<file path="config.mk">
export PLATFORM = sky130hd
export DESIGN_NAME = minmax_level_monitor
export DESIGN_NICKNAME = d
export VERILOG_FILES = /design/src/rtl/minmax_level_monitor.sv
export SDC_FILE = /design/constraint.sdc
export NUM_CORES = 1
export LEC_CHECK = 0
export ABC_AREA = 1
export ABC_CLOCK_PERIOD_IN_PS = 2800
export CAP_MARGIN = 20
export CORE_MARGIN = 2
export CORE_UTILIZATION = 53
export DETAILED_ROUTE_END_ITERATION = 6
export GPL_TIMING_DRIVEN = 0
export PLACE_DENSITY = 0.82
export REMOVE_ABC_BUFFERS = 1
export SLEW_MARGIN = 20
export SYNTH_ARGS = -nofsm -noshare
export SYNTH_HDL_FRONTEND = slang
export SYNTH_SLANG_ARGS = --single-unit
</file>
<file path="constraint.sdc">
create_clock -name clock -period 2.8 [get_ports clock]
set_clock_uncertainty 0.15 [all_clocks]
set_input_delay 0.56 -clock clock [delete_from_list [all_inputs] [get_ports clock]]
set_output_delay 0.56 -clock clock [all_outputs]
set_load 0.01 [all_outputs]
</file>
<file path="src/rtl/minmax_level_monitor.sv">
// Debounced hysteresis level monitor for the min/max averaging stage output word.
// Produces rise/fall pulses, a level flag, a saturating rise counter and the peak of the last high excursion.
module minmax_level_monitor #(
    parameter int MSB      = 31,
    parameter int DEBOUNCE = 3,
    parameter int CNT_W    = 8
) (
    input  logic             clock,
    input  logic             reset,
    input  logic             clear,
    input  logic             valid,
    input  logic [MSB:0]     in,
    input  logic [MSB:0]     hi_thr,
    input  logic [MSB:0]     lo_thr,
    output logic             level,
    output logic             rise_pulse,
    output logic             fall_pulse,
    output logic [CNT_W-1:0] event_count,
    output logic [MSB:0]     peak
);

    localparam logic [1:0] ST_LOW  = 2'd0;
    localparam logic [1:0] ST_RISE = 2'd1;
    localparam logic [1:0] ST_HIGH = 2'd2;
    localparam logic [1:0] ST_FALL = 2'd3;
    localparam logic [7:0] DEB_C   = 8'(DEBOUNCE);

    logic [1:0]       state_q, state_d;
    logic [7:0]       cnt_q, cnt_d;
    logic [MSB:0]     max_q, max_d;
    logic             level_q, level_d;
    logic             rise_q, rise_d;
    logic             fall_q, fall_d;
    logic [CNT_W-1:0] count_q, count_d;
    logic [MSB:0]     peak_q, peak_d;

    logic             rise_ok_s;
    logic             fall_ok_s;
    logic [MSB:0]     max_upd_s;
    logic [7:0]       cnt_inc_s;
    logic             go_high_s;
    logic             go_low_s;

    assign rise_ok_s = (in >= hi_thr);
    assign fall_ok_s = (in <= lo_thr);
    assign max_upd_s = (in > max_q) ? in : max_q;
    assign cnt_inc_s = cnt_q + 8'd1;

    // Next-state: FSM advances only on valid samples; entry side effects applied after the case.
    always_comb begin
        state_d   = state_q;
        cnt_d     = cnt_q;
        max_d     = max_q;
        level_d   = level_q;
        rise_d    = 1'b0;
        fall_d    = 1'b0;
        count_d   = count_q;
        peak_d    = peak_q;
        go_high_s = 1'b0;
        go_low_s  = 1'b0;
        if (valid) begin
            case (state_q)
                ST_LOW: begin
                    if (rise_ok_s) begin
                        max_d = in;
                        if (DEBOUNCE == 1) begin
                            go_high_s = 1'b1;
                        end else begin
                            state_d = ST_RISE;
                            cnt_d   = 8'd1;
                        end
                    end else begin
                        state_d = ST_LOW;
                    end
                end
                ST_RISE: begin
                    if (rise_ok_s) begin
                        max_d = max_upd_s;
                        if (cnt_inc_s >= DEB_C) begin
                            go_high_s = 1'b1;
                        end else begin
                            cnt_d = cnt_inc_s;
                        end
                    end else begin
                        state_d = ST_LOW;
                        cnt_d   = 8'd0;
                    end
                end
                ST_HIGH: begin
                    max_d = max_upd_s;
                    if (fall_ok_s) begin
                        if (DEBOUNCE == 1) begin
                            go_low_s = 1'b1;
                        end else begin
                            state_d = ST_FALL;
                            cnt_d   = 8'd1;
                        end
                    end else begin
                        state_d = ST_HIGH;
                    end
                end
                ST_FALL: begin
                    max_d = max_upd_s;
                    if (fall_ok_s) begin
                        if (cnt_inc_s >= DEB_C) begin
                            go_low_s = 1'b1;
                        end else begin
                            cnt_d = cnt_inc_s;
                        end
                    end else begin
                        state_d = ST_HIGH;
                        cnt_d   = 8'd0;
                    end
                end
                default: begin
                    state_d = ST_LOW;
                    cnt_d   = 8'd0;
                    max_d   = {(MSB+1){1'b0}};
                end
            endcase
        end else begin
            state_d = state_q;
        end

        if (go_high_s) begin
            state_d = ST_HIGH;
            cnt_d   = 8'd0;
            level_d = 1'b1;
            rise_d  = 1'b1;
            count_d = (&count_q) ? count_q : count_q + CNT_W'(1);
        end else begin
            rise_d = 1'b0;
        end

        // The final max already includes the sample on the completing cycle.
        if (go_low_s) begin
            state_d = ST_LOW;
            cnt_d   = 8'd0;
            level_d = 1'b0;
            fall_d  = 1'b1;
            peak_d  = max_upd_s;
            max_d   = {(MSB+1){1'b0}};
        end else begin
            fall_d = 1'b0;
        end
    end

    // State and registered outputs; clear wins over any event completing this cycle.
    always_ff @(posedge clock or negedge reset) begin
        if (!reset) begin
            state_q <= ST_LOW;
            cnt_q   <= 8'd0;
            max_q   <= {(MSB+1){1'b0}};
            level_q <= 1'b0;
            rise_q  <= 1'b0;
            fall_q  <= 1'b0;
            count_q <= {CNT_W{1'b0}};
            peak_q  <= {(MSB+1){1'b0}};
        end else if (clear) begin
            state_q <= ST_LOW;
            cnt_q   <= 8'd0;
            max_q   <= {(MSB+1){1'b0}};
            level_q <= 1'b0;
            rise_q  <= 1'b0;
            fall_q  <= 1'b0;
            count_q <= {CNT_W{1'b0}};
            peak_q  <= {(MSB+1){1'b0}};
        end else begin
            state_q <= state_d;
            cnt_q   <= cnt_d;
            max_q   <= max_d;
            level_q <= level_d;
            rise_q  <= rise_d;
            fall_q  <= fall_d;
            count_q <= count_d;
            peak_q  <= peak_d;
        end
    end

    assign level       = level_q;
    assign rise_pulse  = rise_q;
    assign fall_pulse  = fall_q;
    assign event_count = count_q;
    assign peak        = peak_q;

endmodule
</file>
# Word-level counts from Yosys, hierarchy flattened
# Cells that the tools add are included.
# word_totals
wordCells	81
input_bits	100
output_inout_bits	43
regBits	85
# op_classes
add_sub_neg	2
eq_ne	10
n_reduce_logical	12
n_lt_le_gt_ge	4
mux	45
# ops
op	n
$mux 32	8
$mux 8	12
$pmux 32 s3	1
$ge 32x32->1	1
$gt 32x32->1	1
$le 32x32->1	1
$pmux 8 s4	1
$ne 5x5->1 const B	4
$add 8x1->8 const B	2
$mux 1	16
$mux 2	6
$reduce_and 3->1	3
$ge 8x2->1 const B	1
$ne 4x4->1 const B	2
$pmux 2 s4	1
$reduce_and 8->1	1
$reduce_bool 3->1	2
$eq 2x2->1 const B	2
$reduce_bool 2->1	2
$reduce_bool 4->1	1
$eq 2x1->1 const B	1
$logic_not 2->1	1
$ne 2x2->1 const B	1
$reduce_and 2->1	1
$reduce_or 2->1	1

# Longest topological paths before layout
# Gate-level depths: netlist of run 1.
# logic_depth
word_depth	9
ltp_mapped	20
ltp_nobuf	20

# Worst setup path after synthesis of run 1
# No wires, ideal clock.
# synth_timing
path_type	input to register
from	in lo_thr[31]
to	reg max_q[10]
path_slack_ps	460
setup_time_ps	117
path_buffers	1
t_arrival_ps	2074
stages	14
path_cell_list	inv_1 -> ha_1 -> nand2_1 -> nor2_1 -> nand4_1 -> nor3_1 -> nand4_1 -> nand2_4 -> nand2_8 -> nand2_4 -> nor2_8 -> buf_6 -> nand3_2 -> nand2_1
# synth_between
elab_chain_cells	6
word_cells_on_any_way	10
cone_classes	1 x order compare; 2 x eq/ne; 5 x mux; 2 x reduce/logical
# synth_lines
element	line	source
start, declared	14	input logic [MSB:0] lo_thr,
$le 32x32->1 *	45	assign fall_ok_s = (in <= lo_thr);
$mux 1 *	104	if (fall_ok_s) begin
$mux 1 *	62	case (state_q)
$mux 1 *	61	if (valid) begin
$ne 4x4->1 (no line), or another cell as far along	n/a	
$reduce_and 3->1 (no line) or $mux 32 (tied branches)	n/a	
end signal, assigned	153	max_q <= {(MSB+1){1'b0}};
end signal, assigned	162	max_q <= {(MSB+1){1'b0}};
end signal, assigned	171	max_q <= max_d;
end, declared	30	logic [MSB:0] max_q, max_d;
# Every way passes the cells marked *; elsewhere a longest branch is shown, timed or not.
# A chain may end at the register's enable or synchronous reset.

# Final worst setup path of run 1
# layout_timing
from	in lo_thr[19]
to	reg max_q[26]
# Same word-level chain as after synthesis.

==> metrics.txt, run 1 <==
Die X=120 um; Core Box Area=13200 um2; Clock Latency Late Sink=0.35 ns; P per Cell Area=424 nW/um2; placer congestion estimate=0.830; GRT Util Overall=30.1%; Max FO, Critical Path=8; worst slew pin tran=0.852 ns; WS Path Type=in2reg; Synth top area share=29.8%; Most used DFF post-synth=dfrtp_1; Area Growth Syn to Fin=42.2%; Critical Path RT=2.93 ns; number of port buffers=142; net switching power figure=1.54 mW; adder-cell share of the synthesized area=17.3%; post-synthesis xor/xnor area fraction=0.736%; clock root buffer=clkbuf_16; post-layout worst setup margin=-0.114 ns; EDFF count, synth=0; crit start category=input port; die height=120 um; Syn Inst Count=1010; Worst EP arrival=3.05 ns; mux cell area share after synthesis=0%; Leakage=5.35 nW; largest family of logic cells by synthesized area=simple AND/OR/NAND/NOR gates; total negative slack=-1.81 ns; First-pass DRT Iterations=5; Min Hold Slack=0.0471 ns; initial antenna violation count=0; First DRT Iteration DRCs=713; cell row count=42; FF-to-FF setup slack=0.14 ns; yosys warns=0; gr ovfl total=0; CTS sink cnt=85; max incr delay on CP=0.50 ns; CTS HTree Levels=3; Die ar.=14400 um2; Vias/cell=5.72; most used cell, CP=nand2_1; HP Class=in2async; placed insts=1298; I/O pins=143; failing checks=negative setup slack; share of layout cells above drive strength 1=20.4%; drt wl/cell=17.4 um; DRT antenna net count=0; cell taking the most area after synthesis=dfrtp_1; largest net degree at the start of global routing=64; Post-synth top cells=nand2_1 (326), nand3_1 (135), inv_1 (124), ha_1 (99), dfrtp_1 (85); RSZ-0062 raised after global routing=yes; final hold vios=0; HPWL after DPL=13.2 mm; Distinct cells, synth=36; Final #Nets=1378; Pint=2.77 mW; first-pass GRT wire length=34.4 mm; part of the Yosys area used for sequential elements=29.8%; Post-Synth Simple-Gate Area=36.5%; R2R depth=13; Syn Area/Cell=7.07 um2; Worst-path clk slew=0.06 ns; period utilization=104%; non-filler cells, final=1360; cells taking the most area after synthesis=dfrtp_1 (30%), ha_1 (17%), nand2_1 (17%), nand3_1 (9.5%), inv_1 (6.5%); maximum capacitance violations=0; vias in the first global route=7053; DRC viols=0; Worst R2R End=max_q[21]$_DFFE_PN0P_; ANT cells=0; Async S/R FF share, synth=100%; Worst Setup End Kind=flop; min cycle time layout=2.91 ns; total power=4.31 mW; CP max-delay cell=clkdlybuf4s50_1; Post-Route WL=23.6 mm; CTS max path bufs=2; synthesized cell area=7140 um2; highest clock rate=0.343 GHz; Worst VDD drop=0.314 mV; Slew HR=43.2%; Synth Area in Compound Gates=6.05%; Post-DP Area=8670 um2; number of CTS-inserted buffers=9; DR vias=7773; RR Startpoint=max_q[23]$_DFFE_PN0P_; Starting Density=54.1%; power share of the clock group=30.9%; combinational power share=36.8%; Yosys reg bits=85; pre-CTS WS=-1.43 ns; switching fraction of total power=35.7%; TritonCTS clock tree=done; status=finished with violations; crit path cell chain=clkdlybuf4s50_1, inv_1, ha_4, nand2_1, inv_1, nand2_1, nand2_1, nand2_1, a21oi_2, nor2_2, nand2_4, nand2_4, nand2_8, nand2_8, nor2_8, buf_12, nand3_2, nand2_1; fin area=10200 um2; Seq pwr share=32.3%; most frequent cell after synthesis=nand2_1; Layout Utilization=77.0%; Max Transition Viols Final=0; final setup fails=33
-- state kept, by name, summed over array words and instances, names as in the netlist --
signal / flops
event_count: 8
state_q: 2
level: 1
rise_pulse: 1
fall_pulse: 1
max_q: 32
peak: 32
cnt_q: 8
-- cells in the final DEF (no fill, tap or decap), types with 20 or more instances in the layout --
cell type,Yosys,final
nand2_1,326,305
buf_4,6,27
clkdlybuf4s50_1,0,87
ha_1,99,70
ha_4,0,29
inv_1,124,103
nand3_1,135,119
a21oi_1,50,43
dfrtp_1,85,85
nand3_2,11,24
dlygate4sd2_1,0,20
nor2_1,42,35
inv_2,9,29
or2_2,31,31
dlymetal6s2s_1,0,28
-- worst max path at each step --
stage | slack (ns) | startpoint | cells past startpoint | endpoint
3_3_place_gp | -2.73 | in[23] | 12 | max_q[29]$_DFFE_PN0P_
6_report | -0.11 | lo_thr[19] | 18 | max_q[26]$_DFFE_PN0P_
3_5_place_dp | -1.43 | in[13] | 15 | max_q[21]$_DFFE_PN0P_
2_1_floorplan | -0.62 | in[23] | 11 | max_q[10]$_DFFE_PN0P_
4_1_cts | 0.0003 | lo_thr[31] | 15 | max_q[21]$_DFFE_PN0P_
5_1_grt | -0.16 | lo_thr[18] | 18 | max_q[20]$_DFFE_PN0P_
-- critical path: cells and delay by family --
kind | cells | cell delay (ns)
compound gates | 1 | 0.20
fa+ha+maj | 1 | 0.27
buf+inv | 4 | 0.83
simple gates | 12 | 1.16
-- power groups by stage --
stage | Combinational [mW] | Sequential [mW] | Clock, mW
2_1_floorplan | 0.796 | 1.39 | 0
3_3_place_gp | 1.18 | 1.40 | 0
3_5_place_dp | 1.22 | 1.40 | 0
4_1_cts | 1.40 | 1.39 | 1.33
5_1_grt | 1.74 | 1.40 | 1.38
6_report | 1.58 | 1.39 | 1.33
-- kinds of logic (layout without fill, tap and decap cells) --
family,count (synthesis),count (layout)
fa+ha+maj,99,99
flops,85,85
simple gates,574,579
buf+inv,168,336
xor+xnor,6,6
compound gates,78,79
-- area by class of cell --
cell class	instances	area (um2)
multi-input cells	763	5080
repair buffers	185	1890
clock inverters	5	83.8
inverters	135	513
flip-flops and latches	85	2130
well taps	176	220
clock buffers	11	243
fillers	878	3040
-- timing repair --
action	4_1_cts	5_1_grt
setup buffers	32	7
hold buffers	0	0
pin swaps	34	47
hold endpoints to repair	0	0
setup endpoints to repair	85	83
gates resized for setup	75	129
gates cloned	7	0
-- metal layers --
| metal | up-vias | track usage [%] | share of wire [%] |
|---|---|---|---|
| li1 | 3603 | - | - |
| met1 | 3612 | 37.7 | 37 |
| met3 | 122 | 5.94 | 9.0 |
| met4 | 0 | 14.3 | 5.4 |
| met2 | 436 | 49.8 | 48 |
| met5 | - | 0 | 0 |
(Power assumes the default switching activity.)
==> inputs of run 2 (changes only) <==
--- a/config.mk
+++ b/config.mk
@@ -8,13 +8,16 @@
 export ABC_AREA = 1
 export ABC_CLOCK_PERIOD_IN_PS = 2800
 export CAP_MARGIN = 20
+export CELL_PAD_IN_SITES_DETAIL_PLACEMENT = 1
+export CELL_PAD_IN_SITES_GLOBAL_PLACEMENT = 2
 export CORE_MARGIN = 2
-export CORE_UTILIZATION = 53
+export CORE_UTILIZATION = 29
 export DETAILED_ROUTE_END_ITERATION = 6
 export GPL_TIMING_DRIVEN = 0
-export PLACE_DENSITY = 0.82
+export PLACE_DENSITY_LB_ADDON = 0.1
 export REMOVE_ABC_BUFFERS = 1
 export SLEW_MARGIN = 20
 export SYNTH_ARGS = -nofsm -noshare
 export SYNTH_HDL_FRONTEND = slang
 export SYNTH_SLANG_ARGS = --single-unit
+export TNS_END_PERCENT = 10
==> run 2 against run 1 <==
- the run now ends clean
- cell count up 11%
- die area up 80%
- fmax up 6.3%
- critical path type unchanged
- clock-buffer cell count down 1
- combinational power up 4%
- register-to-register slack better by 0.10 ns
- flip-flop and latch count unchanged
- hold slack better by 0.31 ns
- sequential share of layout area down 0.70 points
- largest cell class unchanged
- clock power about the same
- final area up 3.4%
==> metrics.txt, run 2 (synthesis results as in run 1) <==
First-pass DRT Iterations=4; Worst VDD drop=0.245 mV; Buf/Inv on CP=5; I/O pins=143; Max Transition Viols Final=0; CTS sink cnt=85; first-pass GRT wire length=40.5 mm; Die ar.=25900 um2; number of CTS-inserted buffers=9; Worst Setup End Kind=flop; switching fraction of total power=35.3%; Max FO, Critical Path=6; cell row count=57; CTS HTree Levels=3; GRT Util Overall=19.8%; Final #Nets=1381; Pint=2.83 mW; Area Growth Syn to Fin=47.1%; maximum capacitance violations=0; CP top delay family=simple AND/OR/NAND/NOR gates; WS Path Type=in2reg; power share of the clock group=30.8%; final hold vios=0; Worst-path clk slew=0.07 ns; fin area=10500 um2; most used cell, CP=nand2_4; DRC viols=0; Min Hold Slack=0.360 ns; HP Class=reg2reg; most common cell after layout, fill and taps aside=nand2_1; crit path cell chain=clkdlybuf4s50_1, inv_1, ha_1, nand2_1, nor4_2, nand2_2, nand2_4, nand2_4, nand2_4, o21ai_4, buf_6, nor2_4, buf_12, buf_12, nand3_2, nand2_1; Die X=161 um; worst slew pin tran=0.794 ns; combinational power share=37.6%; largest net degree at the start of global routing=63; HPWL after DPL=16.6 mm; die height=161 um; Seq pwr share=31.7%; gr ovfl total=0; placer congestion estimate=0.740; highest clock rate=0.365 GHz; placed insts=1451; drt wl/cell=16.8 um; total power=4.38 mW; CTS max path bufs=2; most frequent cells in the layout=nand2_1 (294), nand3_1 (126), inv_1 (103); DRT antenna net count=0; Starting Density=29.4%; total negative slack=0 ns; First DRT Iteration DRCs=213; Slew HR=47.0%; status=finished, final reports clean; DR vias=7202; share of layout cells above drive strength 1=22.1%; net switching power figure=1.55 mW; Critical Path RT=2.94 ns; max incr delay on CP=0.45 ns; initial antenna violation count=0; ANT cells=0; final setup fails=0; P per Cell Area=417 nW/um2; RSZ-0062 raised after global routing=yes; period utilization=97.9%; Vias/cell=4.77; Worst EP arrival=2.88 ns; CP max-delay cell=clkdlybuf4s50_1; Leakage=5.40 nW; FF-to-FF setup slack=0.24 ns; min cycle time layout=2.74 ns; TritonCTS clock tree=done; Core Box Area=24200 um2; crit start category=input port; vias in the first global route=7458; post-layout worst setup margin=0.0585 ns; Clock Latency Late Sink=0.35 ns; Layout Utilization=43.3%; pre-CTS WS=-1.35 ns; Post-Route WL=25.4 mm; Post-DP Area=8960 um2; non-filler cells, final=1510; number of port buffers=142; clock root buffer=clkbuf_16
-- run 2: changes by cell type in the layout (fill, tap and decap cells not counted), sizes merged --
cell           before  now
clkinvlp            2    0
buf                44   48
nand3             147  146
bufbuf              0    1
nand2             333  332
o21ai              21   20
clkbuf             17   23
dlygate4sd2        20   30
clkdlybuf4s50      87   79
dlygate4sd3         0    1
clkinv              3    5
dlymetal6s2s       28   19
-- run 2: layout make-up --
class | count | area (um2)
tap | 324 | 405
inverter | 135 | 520
timing repair buffer | 191 | 2060
fill | 2943 | 13700
clock buffer | 10 | 239
clock inverter | 5 | 82.6
multi-input combinational | 760 | 5070
sequential | 85 | 2130
-- run 2: layer usage --
metal / global-route usage, % / part of all wire (%) / up-vias
met5: 0 / 0 / -
met4: 3.08 / 0.65 / 0
met3: 2.63 / 2.6 / 12
met2: 34.3 / 49 / 90
met1: 26.9 / 48 / 3503
li1: - / - / 3597
-- run 2: power by group through the flow --
stage               combinational (mW)  clock (mW)  sequential [mW]
finish                            1.64        1.35             1.39
global route                      1.87        1.43             1.40
CTS                               1.53        1.40             1.39
detailed placement                1.35           0             1.41
global placement                  1.27           0             1.41
floorplan                        0.796           0             1.39
-- run 2: tightest hold or removal path: stages (launching register included) --
cell	delay [ns]
dfrtp_1	0.36
nand2_1	0.06
nand2_1	0.06
-- run 2: worst paths after layout --
kind	start	end	cells after the start
min in group asynchronous	reset	peak[7]$_DFFE_PN0N_	2
max in group asynchronous	reset	peak[20]$_DFFE_PN0N_	3
worst min register to register	max_q[21]$_DFFE_PN0P_	max_q[21]$_DFFE_PN0P_	2
worst max register to register	max_q[19]$_DFFE_PN0P_	max_q[29]$_DFFE_PN0P_	14
worst max-delay path	hi_thr[9]	max_q[19]$_DFFE_PN0P_	16
worst min-delay path	max_q[21]$_DFFE_PN0P_	max_q[21]$_DFFE_PN0P_	2
-- run 2: timing repair --
action / 4_1_cts / 5_1_grt
pin swaps: 40 / 50
hold buffers: 1 / 0
buffers inserted: 29 / 7
gates resized for setup: 102 / 140
endpoints found under the hold margin: 23 / 0
cloned: 5 / 2
setup endpoints to repair: 85 / 82
==> patch (config.mk and constraints of run 2) <==
Set the parameter `CNT_W` to 6 (it was 8).
--- a/src/rtl/minmax_level_monitor.sv
+++ b/src/rtl/minmax_level_monitor.sv
@@ -4,5 +4,5 @@
     parameter int MSB      = 31,
     parameter int DEBOUNCE = 3,
-    parameter int CNT_W    = 8
+    parameter int CNT_W    = 6
 ) (
     input  logic             clock,
Interface: changed (resized event_count); port bits go from 143 to 141. The function was not compared with the original's and may differ.
==> patch against run 2 <==
  * Non-clock buffer count decreased by 1
  * Setup slack improved by 0.010 ns
  * Power increased by 3.5%
  * Highest routed layer unchanged
  * Synthesized area increased by 7.8%
  * Design area increased by 5.2%
  * Routed wire length increased by 4.0%
  * Die area increased by 7.6%
  * Sequential cell count decreased by 2
  * Synthesized cell count decreased by 0.79%
  * Clock power decreased by 4%
  * Sequential share of layout area decreased by 1.4 points
==> patch: results (changes against run 2) <==
[worst_setup_path]
crit_path_end=max_q[30]$_DFFE_PN0P_
cp.arrival_ns=2.87  ; about the same
setup.reg_to_reg.worst_slack_ns=0.24  ; about the same
r2r_end=peak[15]$_DFFE_PN0N_
startpoint=hi_thr[18]
reg2reg_from=max_q[31]$_DFFE_PN0P_
path_delay_family=simple AND/OR/NAND/NOR gates
r2r_cells=15  ; +1

[global_route]
grt_pass1_wl_um=40900  ; +0.95%
grt_pass1_vias=7364  ; -1.3%
grt_use_total_pct=18.8  ; -1.1 points
grt_start_max_net_pins=46  ; -27%

[synth]
synthXorXnorAreaFrac_pct=0.341  ; -0.39 points
netlist_top_cells_area=dfrtp_1 27%, ha_1 16%, nand2_1 14%, nand3_2 7.9%, inv_1 6.4%
synth-compound-area-share_pct=5.89  ; -0.16 points
synthAdderAreaFrac_pct=16.1  ; -1.2 points
synth_cell_types=41  ; +14%
seq_area_frac_synth_pct=27.0  ; -2.8 points
synthArstFlopShare_pct=100  ; unchanged
syn_avg_cell_area_um2=7.68  ; +8.6%
yosys-top-cells-count=293 x nand2_1, 131 x inv_1, 99 x ha_1, 83 x dfrtp_1, 78 x nand3_1

[finish]
fin_cells=1518  ; +0.53%
fin_nets=1377  ; -0.29%
drive_gt1_share_pct=28.6  ; +6.5 points

[power_and_ir_drop]
vdd_drop_max_mv=0.293  ; +20%
leakagePower_uw=0.00580  ; +7.4%

[route]
routed_via_density=4.74  ; -0.57%
drt_iter0_markers=205  ; -3.8%
highest_layer=met4
drt-met1-wl_um=12700  ; +4.9%
wl_um=26400  ; +4.0%
route.met3.wl_um=849  ; +29%
wl_met2_um=12600  ; +1.6%

[run_status]
status=finished clean

[placement]
place_ws_ns=-1.68  ; -0.329 ns
dp_hpwl_um=16700  ; +1.0%
gp_congestion=0.738  ; -0.27%
numPortBuffers=140  ; -1.4%

[timing]
worst_slew_pin_slew_ns=0.900  ; +0.107 ns

[cts]
post_cts_buffers=38  ; +31%
clk_pin_slew_ns=0.07  ; about the same
clockBufferDepth=2  ; unchanged
cts_resized=61  ; -40%

==> patch: changes by cell type after synthesis, moves of 5 or more <==
cell      delta
nand3_1     -57
buf_12       +6
nand2_4     +32
clkbuf_1     -7
a21oi_1      -7
buf_2        +5
inv_2        -5
inv_1        +7
nand2_1     -33
nand3_2     +50
==> patch: cell families after synthesis <==
kind of cell             Yosys count
AND/OR/NAND/NOR                  571
buffers and inverters            168
adder cells (fa/ha/maj)           99
flip-flops                        83
AO/OA/AOI/OAI                     78
XOR/XNOR                           3
==> patch: routing by layer <==
metal  global-route usage, %  vias up
li1                        -     3588
met1                    25.7     3474
met2                    32.0      122
met3                    2.42       15
met4                    3.26        0
met5                       0        -
==> patch: power by group <==
| group | switching, uW | total, uW | internal (uW) |
|---|---|---|---|
| Sequential | 113 | 1400 | 1280 |
| Clock | 577 | 1300 | 727 |
| Combinational | 1060 | 1830 | 776 |
| Total | 1750 | 4530 | 2790 |
==> patch: layout make-up <==
cell class / count / area, um2
fill: 3077 / 15000
multi-input combinational: 758 / 5620
timing repair buffer: 190 / 2100
sequential: 83 / 2080
inverter: 136 / 512
tap: 335 / 419
clock buffer: 10 / 239
clock inverter: 6 / 71.3
==> patch: worst min-delay path by stage <==
stage	startpoint	to	slack, ns	depth (start not counted)
2_1_floorplan	reset	cnt_q[0]$_DFFE_PN0P_	0.11	0
3_3_place_gp	peak[21]$_DFFE_PN0N_	peak[21]$_DFFE_PN0N_	0.35	2
3_5_place_dp	peak[8]$_DFFE_PN0N_	peak[8]$_DFFE_PN0N_	0.35	2
4_1_cts	peak[8]$_DFFE_PN0N_	peak[8]$_DFFE_PN0N_	0.37	2
5_1_grt	peak[10]$_DFFE_PN0N_	peak[10]$_DFFE_PN0N_	0.39	2
6_report	peak[8]$_DFFE_PN0N_	peak[8]$_DFFE_PN0N_	0.36	2
